`config.mk`:
```
export PLATFORM = sky130hd
export DESIGN_NAME = uart_rx_fifo
export DESIGN_NICKNAME = d
export VERILOG_FILES = /design/src/rtl/uart_pkg.sv /design/src/rtl/uart_fifo.sv /design/src/rtl/uart_rx_fifo.sv
export SDC_FILE = /design/constraint.sdc
export NUM_CORES = 1
export LEC_CHECK = 0
export CAP_MARGIN = 20
export CORE_ASPECT_RATIO = 0.7
export CORE_MARGIN = 8
export CORE_UTILIZATION = 54
export DETAILED_ROUTE_END_ITERATION = 8
export PLACE_DENSITY = 0.75
export SLEW_MARGIN = 30
export SYNTH_ARGS = -nofsm -noshare
export SYNTH_HDL_FRONTEND = slang
export SYNTH_HIERARCHICAL = 1
export SYNTH_SLANG_ARGS = --single-unit
```
`constraint.sdc`:
```
create_clock -name i_uart_clk -period 2.4 [get_ports i_uart_clk]
set_input_delay 0.6 -clock i_uart_clk [delete_from_list [all_inputs] [get_ports i_uart_clk]]
set_output_delay 0.6 -clock i_uart_clk [all_outputs]
set_load 0.02 [all_outputs]
```
`src/rtl/uart_pkg.sv`:
```
// Shared definitions for the UART receiver: FSM states, parity modes, parity helper.
package uart_pkg;

    typedef enum logic [2:0] {
        ST_IDLE,
        ST_START,
        ST_DATA,
        ST_PARITY,
        ST_STOP,
        ST_BREAK_WAIT
    } rx_state_t;

    localparam int PAR_NONE = 0;
    localparam int PAR_EVEN = 1;
    localparam int PAR_ODD  = 2;

    // Expected parity bit for a frame; narrower data is zero-extended by the caller.
    function automatic logic parity_bit(input logic [7:0] data, input int mode);
        return (mode == PAR_ODD) ? ~(^data) : (^data);
    endfunction

endpackage

```
`src/rtl/uart_fifo.sv`:
```
// Receive FIFO: extra-MSB pointers, head read combinationally from storage.
module uart_fifo #(
    parameter int WIDTH = 10,
    parameter int DEPTH = 4
) (
    input  logic             i_clk,
    input  logic             i_rst_n,
    input  logic             i_push,
    input  logic [WIDTH-1:0] i_wdata,
    input  logic             i_pop,
    output logic [WIDTH-1:0] o_rdata,
    output logic             o_empty,
    output logic             o_full
);
    localparam int AW = $clog2(DEPTH);

    logic [AW:0]      r_wr_ptr;
    logic [AW:0]      r_rd_ptr;
    logic [WIDTH-1:0] r_mem [DEPTH];
    logic             w_wr_en;
    logic             w_rd_en;

    assign o_empty = (r_wr_ptr == r_rd_ptr);
    assign o_full  = (r_wr_ptr[AW] != r_rd_ptr[AW]) &&
                     (r_wr_ptr[AW-1:0] == r_rd_ptr[AW-1:0]);
    assign w_rd_en = i_pop && !o_empty;
    // a pop in the same cycle frees the slot, so a push into a full FIFO still lands
    assign w_wr_en = i_push && (!o_full || w_rd_en);
    assign o_rdata = r_mem[r_rd_ptr[AW-1:0]];

    // Pointer update; natural wrap through the extra MSB
    always_ff @(posedge i_clk or negedge i_rst_n) begin
        if (!i_rst_n) begin
            r_wr_ptr <= '0;
            r_rd_ptr <= '0;
        end else begin
            if (w_wr_en) r_wr_ptr <= r_wr_ptr + 1'b1;
            if (w_rd_en) r_rd_ptr <= r_rd_ptr + 1'b1;
        end
    end

    // Storage write; contents need no reset because empty masks the head
    always_ff @(posedge i_clk) begin
        if (w_wr_en) r_mem[r_wr_ptr[AW-1:0]] <= i_wdata;
    end

endmodule

```
`src/rtl/uart_rx_fifo.sv`:
```
// Oversampling UART receiver with majority-vote sampling and a four-phase-acked receive FIFO.
module uart_rx_fifo
    import uart_pkg::*;
#(
    parameter int DATA_BITS  = 8,
    parameter int OVERSAMPLE = 16,
    parameter int PARITY     = 0,
    parameter int STOP_BITS  = 1,
    parameter int FIFO_DEPTH = 4
) (
    input  logic                 i_uart_clk,
    input  logic                 i_reset_n,
    input  logic                 i_uart_rx,
    output logic [DATA_BITS-1:0] o_data,
    output logic                 o_parity_err,
    output logic                 o_frame_err,
    output logic                 o_data_rdy,
    input  logic                 i_rdy_ack,
    output logic                 o_rdy_ack_clr,
    output logic                 o_overrun
);
    localparam int CW    = $clog2(OVERSAMPLE);
    localparam int WIDTH = DATA_BITS + 2;

    rx_state_t            r_state;
    rx_state_t            w_next;
    logic                 r_rx_meta, r_rx_sync, r_rx_prev;
    logic                 r_ack_meta, r_ack_sync, r_ack_prev;
    logic [2:0]           r_arm;
    logic [CW-1:0]        r_cnt;
    logic [2:0]           r_bit_idx;
    logic [DATA_BITS-1:0] r_shift;
    logic                 r_s0, r_s1;
    logic                 r_perr, r_ferr;
    logic                 r_ack_clr, r_overrun;
    logic                 w_fall, w_bit_end, w_vote_pt, w_vote;
    logic                 w_last_data, w_last_stop, w_entry_ferr;
    logic                 w_push, w_pop, w_drop, w_full, w_empty;
    logic [WIDTH-1:0]     w_head;

    // r_arm fills once the sync chain and r_rx_prev hold real line values, so a line
    // that is low at reset release is not mistaken for a fresh start edge
    assign w_fall       = r_arm[2] && r_rx_prev && !r_rx_sync;
    assign w_bit_end    = (r_cnt == CW'(OVERSAMPLE - 1));
    assign w_vote_pt    = (r_cnt == CW'(OVERSAMPLE / 2 + 1));
    assign w_vote       = (r_s0 & r_s1) | (r_s0 & r_rx_sync) | (r_s1 & r_rx_sync);
    assign w_last_data  = (r_bit_idx == 3'(DATA_BITS - 1));
    assign w_last_stop  = (r_bit_idx == 3'(STOP_BITS - 1));
    assign w_entry_ferr = r_ferr | ~w_vote;
    assign w_pop        = r_ack_sync && !r_ack_prev && !w_empty;
    assign w_drop       = w_push && w_full && !w_pop;

    // Input synchronisers, edge-detect history and post-reset arming
    always_ff @(posedge i_uart_clk or negedge i_reset_n) begin
        if (!i_reset_n) begin
            r_rx_meta  <= 1'b1;
            r_rx_sync  <= 1'b1;
            r_rx_prev  <= 1'b1;
            r_ack_meta <= 1'b0;
            r_ack_sync <= 1'b0;
            r_ack_prev <= 1'b0;
            r_arm      <= '0;
        end else begin
            r_rx_meta  <= i_uart_rx;
            r_rx_sync  <= r_rx_meta;
            r_rx_prev  <= r_rx_sync;
            r_ack_meta <= i_rdy_ack;
            r_ack_sync <= r_ack_meta;
            r_ack_prev <= r_ack_sync;
            r_arm      <= {r_arm[1:0], 1'b1};
        end
    end

    // Receiver state register
    always_ff @(posedge i_uart_clk or negedge i_reset_n) begin
        if (!i_reset_n) r_state <= ST_IDLE;
        else            r_state <= w_next;
    end

    // Receiver next-state decode
    always_comb begin
        w_next = r_state;
        case (r_state)
            ST_IDLE:       if (w_fall) w_next = ST_START;
            ST_START: begin
                if (w_vote_pt && w_vote) w_next = ST_IDLE;
                else if (w_bit_end)      w_next = ST_DATA;
            end
            ST_DATA:       if (w_bit_end && w_last_data)
                               w_next = (PARITY != PAR_NONE) ? ST_PARITY : ST_STOP;
            ST_PARITY:     if (w_bit_end) w_next = ST_STOP;
            ST_STOP:       if (w_vote_pt && w_last_stop)
                               w_next = w_entry_ferr ? ST_BREAK_WAIT : ST_IDLE;
            ST_BREAK_WAIT: if (r_rx_sync) w_next = ST_IDLE;
            default:       w_next = ST_IDLE;
        endcase
    end

    // Receiver outputs: push the entry at the final stop-bit vote
    always_comb begin
        w_push = 1'b0;
        if (r_state == ST_STOP && w_vote_pt && w_last_stop) w_push = 1'b1;
    end

    // Bit timing, sampling, data shift and per-frame error accumulation
    always_ff @(posedge i_uart_clk or negedge i_reset_n) begin
        if (!i_reset_n) begin
            r_cnt     <= '0;
            r_bit_idx <= '0;
            r_shift   <= '0;
            r_s0      <= 1'b1;
            r_s1      <= 1'b1;
            r_perr    <= 1'b0;
            r_ferr    <= 1'b0;
        end else begin
            if (r_state == ST_IDLE || r_state == ST_BREAK_WAIT || w_next != r_state || w_bit_end)
                r_cnt <= '0;
            else
                r_cnt <= r_cnt + 1'b1;
            if (w_next != r_state) r_bit_idx <= '0;
            else if (w_bit_end)    r_bit_idx <= r_bit_idx + 1'b1;
            if (r_cnt == CW'(OVERSAMPLE / 2 - 1)) r_s0 <= r_rx_sync;
            if (r_cnt == CW'(OVERSAMPLE / 2))     r_s1 <= r_rx_sync;
            if (r_state == ST_START) begin
                r_perr <= 1'b0;
                r_ferr <= 1'b0;
            end
            if (r_state == ST_DATA && w_vote_pt)
                r_shift <= {w_vote, r_shift[DATA_BITS-1:1]};
            if (r_state == ST_PARITY && w_vote_pt)
                r_perr <= (w_vote != parity_bit(8'(r_shift), PARITY));
            if (r_state == ST_STOP && w_vote_pt && !w_vote)
                r_ferr <= 1'b1;
        end
    end

    // Consumer acknowledge handshake and sticky overrun
    always_ff @(posedge i_uart_clk or negedge i_reset_n) begin
        if (!i_reset_n) begin
            r_ack_clr <= 1'b0;
            r_overrun <= 1'b0;
        end else begin
            if (w_pop)            r_ack_clr <= 1'b1;
            else if (!r_ack_sync) r_ack_clr <= 1'b0;
            if (w_drop)           r_overrun <= 1'b1;
            else if (w_pop)       r_overrun <= 1'b0;
        end
    end

    uart_fifo #(
        .WIDTH (WIDTH),
        .DEPTH (FIFO_DEPTH)
    ) u_fifo (
        .i_clk   (i_uart_clk),
        .i_rst_n (i_reset_n),
        .i_push  (w_push),
        .i_wdata ({r_shift, r_perr, w_entry_ferr}),
        .i_pop   (w_pop),
        .o_rdata (w_head),
        .o_empty (w_empty),
        .o_full  (w_full)
    );

    assign o_data_rdy    = !w_empty;
    assign o_data        = w_empty ? '0 : w_head[WIDTH-1:2];
    assign o_parity_err  = !w_empty && w_head[1];
    assign o_frame_err   = !w_empty && w_head[0];
    assign o_rdy_ack_clr = r_ack_clr;
    assign o_overrun     = r_overrun;

endmodule

```
# After elaboration in Yosys (flattened, before gate mapping)
# Memories as Yosys holds them, arrays and structs flattened.
# Cells that the tools add are included.
# totals
in_bits	4
out_inout_bits	13
mem_bits_rw	40
wordCells	106
n_memories	1
register_bits	39
# mem_list
name	depth	word_bits	read_ports	rd_clocked_by_memory_dff	write_ports	line_no	text
u_fifo.r_mem	4	10	1	0	1	uart_fifo.sv:19	logic [WIDTH-1:0] r_mem [DEPTH];
# classes
n_mux	23
eq_ne	16
reduce_logical	36
bitwise_logic	7
addsub	4
# op_table
operator	count
$mux 3	10
$logic_and 1x1->1	19
$pmux 3 s6	1
$eq 4x4->1 const B	3
$mux 1	10
$add 3x1->3 const B	3
$eq 3x3->1 const B	3
$mux 8	1
$reduce_bool 2->1	4
$reduce_xor 8->1	1
$eq 3x2->1 const B	2
$logic_not 1->1	6
$logic_not 3->1	2
$add 4x1->4 const B	1
$eq 4x3->1 const B	1
$logic_or 1x1->1	4
$mux 4	1
$and 1x1->1	3
$eq 3x1->1 const B	1
$eq 3x3->1	1
$ne 3x3->1	1
$or 1x1->1	3
$eq 2x2->1	1
$ne 1x1->1	2
other kinds (2)	2

# Depth between registers and ports, before layout
# logic_depth
depth_word	12
mapped_depth	9
ltp_nobuf	7

# Modules after synthesis
# Netlist, hierarchy kept.
# modules_own_cells
module	seq_area_each_um2	cells_per_inst	n_inst	area_each_um2
uart_fifo	1351.3	100	1	1900.6
uart_rx_fifo	832.0	140	1	1670.4

# Worst setup path after synthesis
# Ideal clock, no wire load.
# synth_timing
path_kind	reg-to-reg
start	reg u_fifo.r_rd_ptr[1]
end	mem u_fifo.r_mem[0][0] (enable)
required_time_ps	2112
t_arrival_ps	2295
setup_slack_ps	-183
period_less_slack_ps	2583
setup_ps	288
n_path_buf	2
stages_incl_launch_ff	9
cell_sequence	dfrtp_1 > xor2_1 > clkbuf_1 > or2_2 > nor2_1 > nor3b_1 > clkbuf_2 > or4_4 > and3_1
# synth_between
elab_chain_len	8
word_cells_on_any_way	11
classes_between	eq/ne: 2; mux: 2; reduce/logical: 7
# synth_rtl
element	line_no	text
start, declared	uart_fifo.sv:18	logic [AW:0] r_rd_ptr;
start signal, assigned	uart_fifo.sv:38	if (w_rd_en) r_rd_ptr <= r_rd_ptr + 1'b1;
$eq 3x3->1	uart_fifo.sv:23	assign o_empty = (r_wr_ptr == r_rd_ptr);
net w_empty	uart_rx_fifo.sv:38	logic w_push, w_pop, w_drop, w_full, w_empty;
$logic_not 1->1	uart_rx_fifo.sv:50	assign w_pop = r_ack_sync && !r_ack_prev && !w_empty;
$logic_and 1x1->1	uart_rx_fifo.sv:50	
net w_pop	uart_rx_fifo.sv:38	
$logic_and 1x1->1	uart_fifo.sv:26	assign w_rd_en = i_pop && !o_empty;
$logic_or 1x1->1	uart_fifo.sv:28	assign w_wr_en = i_push && (!o_full || w_rd_en);
$logic_and 1x1->1	uart_fifo.sv:28	
$mux 1	uart_fifo.sv:44	if (w_wr_en) r_mem[r_wr_ptr[AW-1:0]] <= i_wdata;
$mux 1 (not written as such)	uart_fifo.sv:44	
end, declared	uart_fifo.sv:19	
# The timed path passes the listed nets, and every way through them passes these cells.

# Final worst setup path
# layout_timing
start	reg u_fifo.r_rd_ptr[0]
end	mem u_fifo.r_mem[2][0] (enable)
# The elaborated chain is that of the path after synthesis.

==> metrics.txt <==
placed insts 343; critical path arrival 2.44 ns; crit-path max FO 10; EDFF count, synth 40; Synth top cells by count edfxtp_1 (40), dfrtp_1 (34), mux2_2 (12); Worst Skew about 0.0096 ns; Clk Latency, worst-skew pair 0.35 ns; P&R area growth vs syn 16.3%; Period minus WS final 2.35 ns; Max-cap violations 0; initial drt markers 119; H-tree depth 3; WL met3 387 um; Die Y 84.0 um; vias after detailed routing 2061; Pint approximately 2.2 mW; R2R setup slack roughly 0.046 ns; Final Instance Area 4150 um2; Power per Cell Area just under 700 nW/um2; clock network power share 37.7%; total track usage 14.7%; min-delay worst type input pin to asynchronous set/reset pin; Synth Area per Inst 14.9 um2; WL/cell between 15 and 20 um; worst hold margin approximately 0.20 ns; clock slew seen by the registers of the worst setup and hold paths 0.08 ns; most numerous cell in the Yosys netlist edfxtp_1; Core Rows 24; Filler Cells Inserted between 400 and 500; DPL Wire Length 4570 um; Cell Area, Synth 3570 um2; sw frac a little under a quarter; Synth area leaders edfxtp_1 (34%), dfrtp_1 (24%), mux4_2 (6.3%); Logic pwr share a little over 9%; worst-margin pin slew 0.577 ns; largest net degree at the start of global routing 22; CTS root buf clkbuf_8; slowest stage delay, CP 0.58 ns; maximum buffer depth of the clock tree 2; Std-Cell Core Area 6310 um2; clk sink count 79; prevailing post-synth register cell edfxtp_1; switching power 0.665 mW; WS Path Type register to register; cell chain of the critical path xor2_1 -> or2_4 -> nor2_4 -> buf_4 -> nor3b_2 -> or4_4 -> and3_4; synth warn 6; Layout Cells excl Fill 360; Buf/Inv on CP 1; Sequential Power Share 53.2%; initial antenna violation count 0; Critical Path Sink Type register; FMAX about 420 MHz; die area about 9500 um2; unrepaired setup endpoints after global routing false; Placement Cell Area 3980 um2; WP data required ~2.5 ns; setup tns final 0 ns; Max Slew Vio Count 0; Setup violations, final 0; Slowest cell on crit path or4_4; DRC 0; worst reg2reg startpoint u_fifo/r_rd_ptr[0]$_DFFE_PN0P_; Chip Width around 110 um; RR Endpoint u_fifo/r_mem[2][0]$_DFFE_PP_; crit share post-route 98.1%; area leader, netlist edfxtp_1; register area share after synthesis 61.1%; path depth of the worst reg2reg path 7; met1 wire length 3030 um; critical path launch point type register; Synth cell types 58; Worst path top cell family by delay simple AND/OR/NAND/NOR gates; Synth async-reset ratio 49.4%; share of the synthesized area in the top cell type between 30 and 40%; 1st-pass router iterations 4; Rel. slew slack 61.1%; Synth Instances 240; Port Buf Inserts 16; CTS tree done; DRT antenna net count 0; Leak 1.73 nW; Initial Util 56.6%; GRT Residual Overflow 0; first-pass GRT wire length between 10000 and 15000 um; final net count 292; vias in the first global route roughly 2100; via density per instance around 5.7; outcome finished clean; Routed WL 6580 um; io pins 17; Final Hold Vio Count 0; top layer in use met4; post-synthesis register bit count 79; # diodes 0; syn nets 255; layout cells sized above 1 about a third; worst vdd ir 0.562 mV; routed wl met2 3040 um; clock buffer count from CTS 9; gpl congestion 0.832
-- worst max path at each step --
stage                                               from                      endpoint  slack (ns)  cells after the start
after floorplan           u_fifo/r_rd_ptr[1]$_DFFE_PN0P_  u_fifo/r_mem[0][0]$_DFFE_PP_        0.04                      8
after global placement    u_fifo/r_rd_ptr[0]$_DFFE_PN0P_                     o_data[7]        0.05                      4
after detailed placement  u_fifo/r_rd_ptr[0]$_DFFE_PN0P_                     o_data[4]       0.005                      4
after CTS                 u_fifo/r_rd_ptr[0]$_DFFE_PN0P_                    o_data_rdy       0.004                      6
after global routing      u_fifo/r_rd_ptr[0]$_DFFE_PN0P_                     o_data[3]       0.002                      6
final                     u_fifo/r_rd_ptr[0]$_DFFE_PN0P_  u_fifo/r_mem[2][0]$_DFFE_PP_        0.05                      7
-- state kept, by name, indices dropped and copies added (netlist names), 3 cells and up --
register,flops
u_fifo/r_mem,40
r_shift,8
r_cnt,4
r_arm,3
r_bit_idx,3
r_state,3
u_fifo/r_rd_ptr,3
u_fifo/r_wr_ptr,3
-- placed cells by master (no fill, tap or decap), drive strengths merged, types with 4 or more instances in the layout --
| cell type | instances |
|---|---|
| edfxtp | 40 |
| dfrtp | 34 |
| buf | 33 |
| mux2 | 12 |
| ha | 11 |
| xnor2 | 11 |
| inv | 11 |
| nand2 | 10 |
| nor2b | 10 |
| mux4 | 10 |
| clkbuf | 10 |
| nor2 | 7 |
| nor4 | 6 |
| nor3 | 5 |
| xor2 | 5 |
| dfstp | 5 |
| o21ai | 4 |
| a21oi | 4 |
| clkdlybuf4s50 | 4 |
| and3 | 4 |
-- layer usage --
layer,vias to the layer above,global-route usage [%]
met5,-,0
met4,0,5.30
met3,12,5.71
met2,55,21.3
met1,1031,19.4
li1,963,-
-- power groups by stage --
stage | clock [mW] | combinational [mW] | sequential (mW)
2_1_floorplan | 0 | 0.199 | 1.54
3_3_place_gp | 0 | 0.254 | 1.54
3_5_place_dp | 0 | 0.263 | 1.55
4_1_cts | 1.10 | 0.263 | 1.52
5_1_grt | 1.15 | 0.287 | 1.53
6_report | 1.08 | 0.260 | 1.52
-- cell type report --
class,count,area (um2),area share [%]
clock buffers,10,128,3.07
clock inverters,6,93.8,2.26
inverters,10,37.5,0.904
multi-input cells,140,1330,32.0
flip-flops and latches,79,2180,52.6
well taps,78,97.6,2.35
repair buffers,37,283,6.81
-- logic make-up after synthesis --
kind of cell	synth area share [%]
DFF	61.1
other	0.105
adders and majority gates	4.13
AOI/OAI and AO/OA	5.85
buffers and inverters	2.45
and+or+nand+nor	10.9
xor gates and xnor gates	5.08
muxes	10.4
-- what timing repair did --
item	in CTS	in global routing
resized for setup	43	3
gates cloned	0	0
pin swaps	1	4
hold buffers	0	0
endpoints found under the setup margin	11	14
setup buffers	1	0
-- stage by stage --
step                total power, mW  util (%)  setup WS, ns
global route                   2.96      65.9       0.00231
detailed placement             1.81      63.1       0.00458
finish                         2.86      65.9        0.0458
global placement               1.80      63.1        0.0485
CTS                            2.88      66.1       0.00369
floorplan                      1.73         -        0.0375
Note: power is estimated with default switching activity, not from simulation.
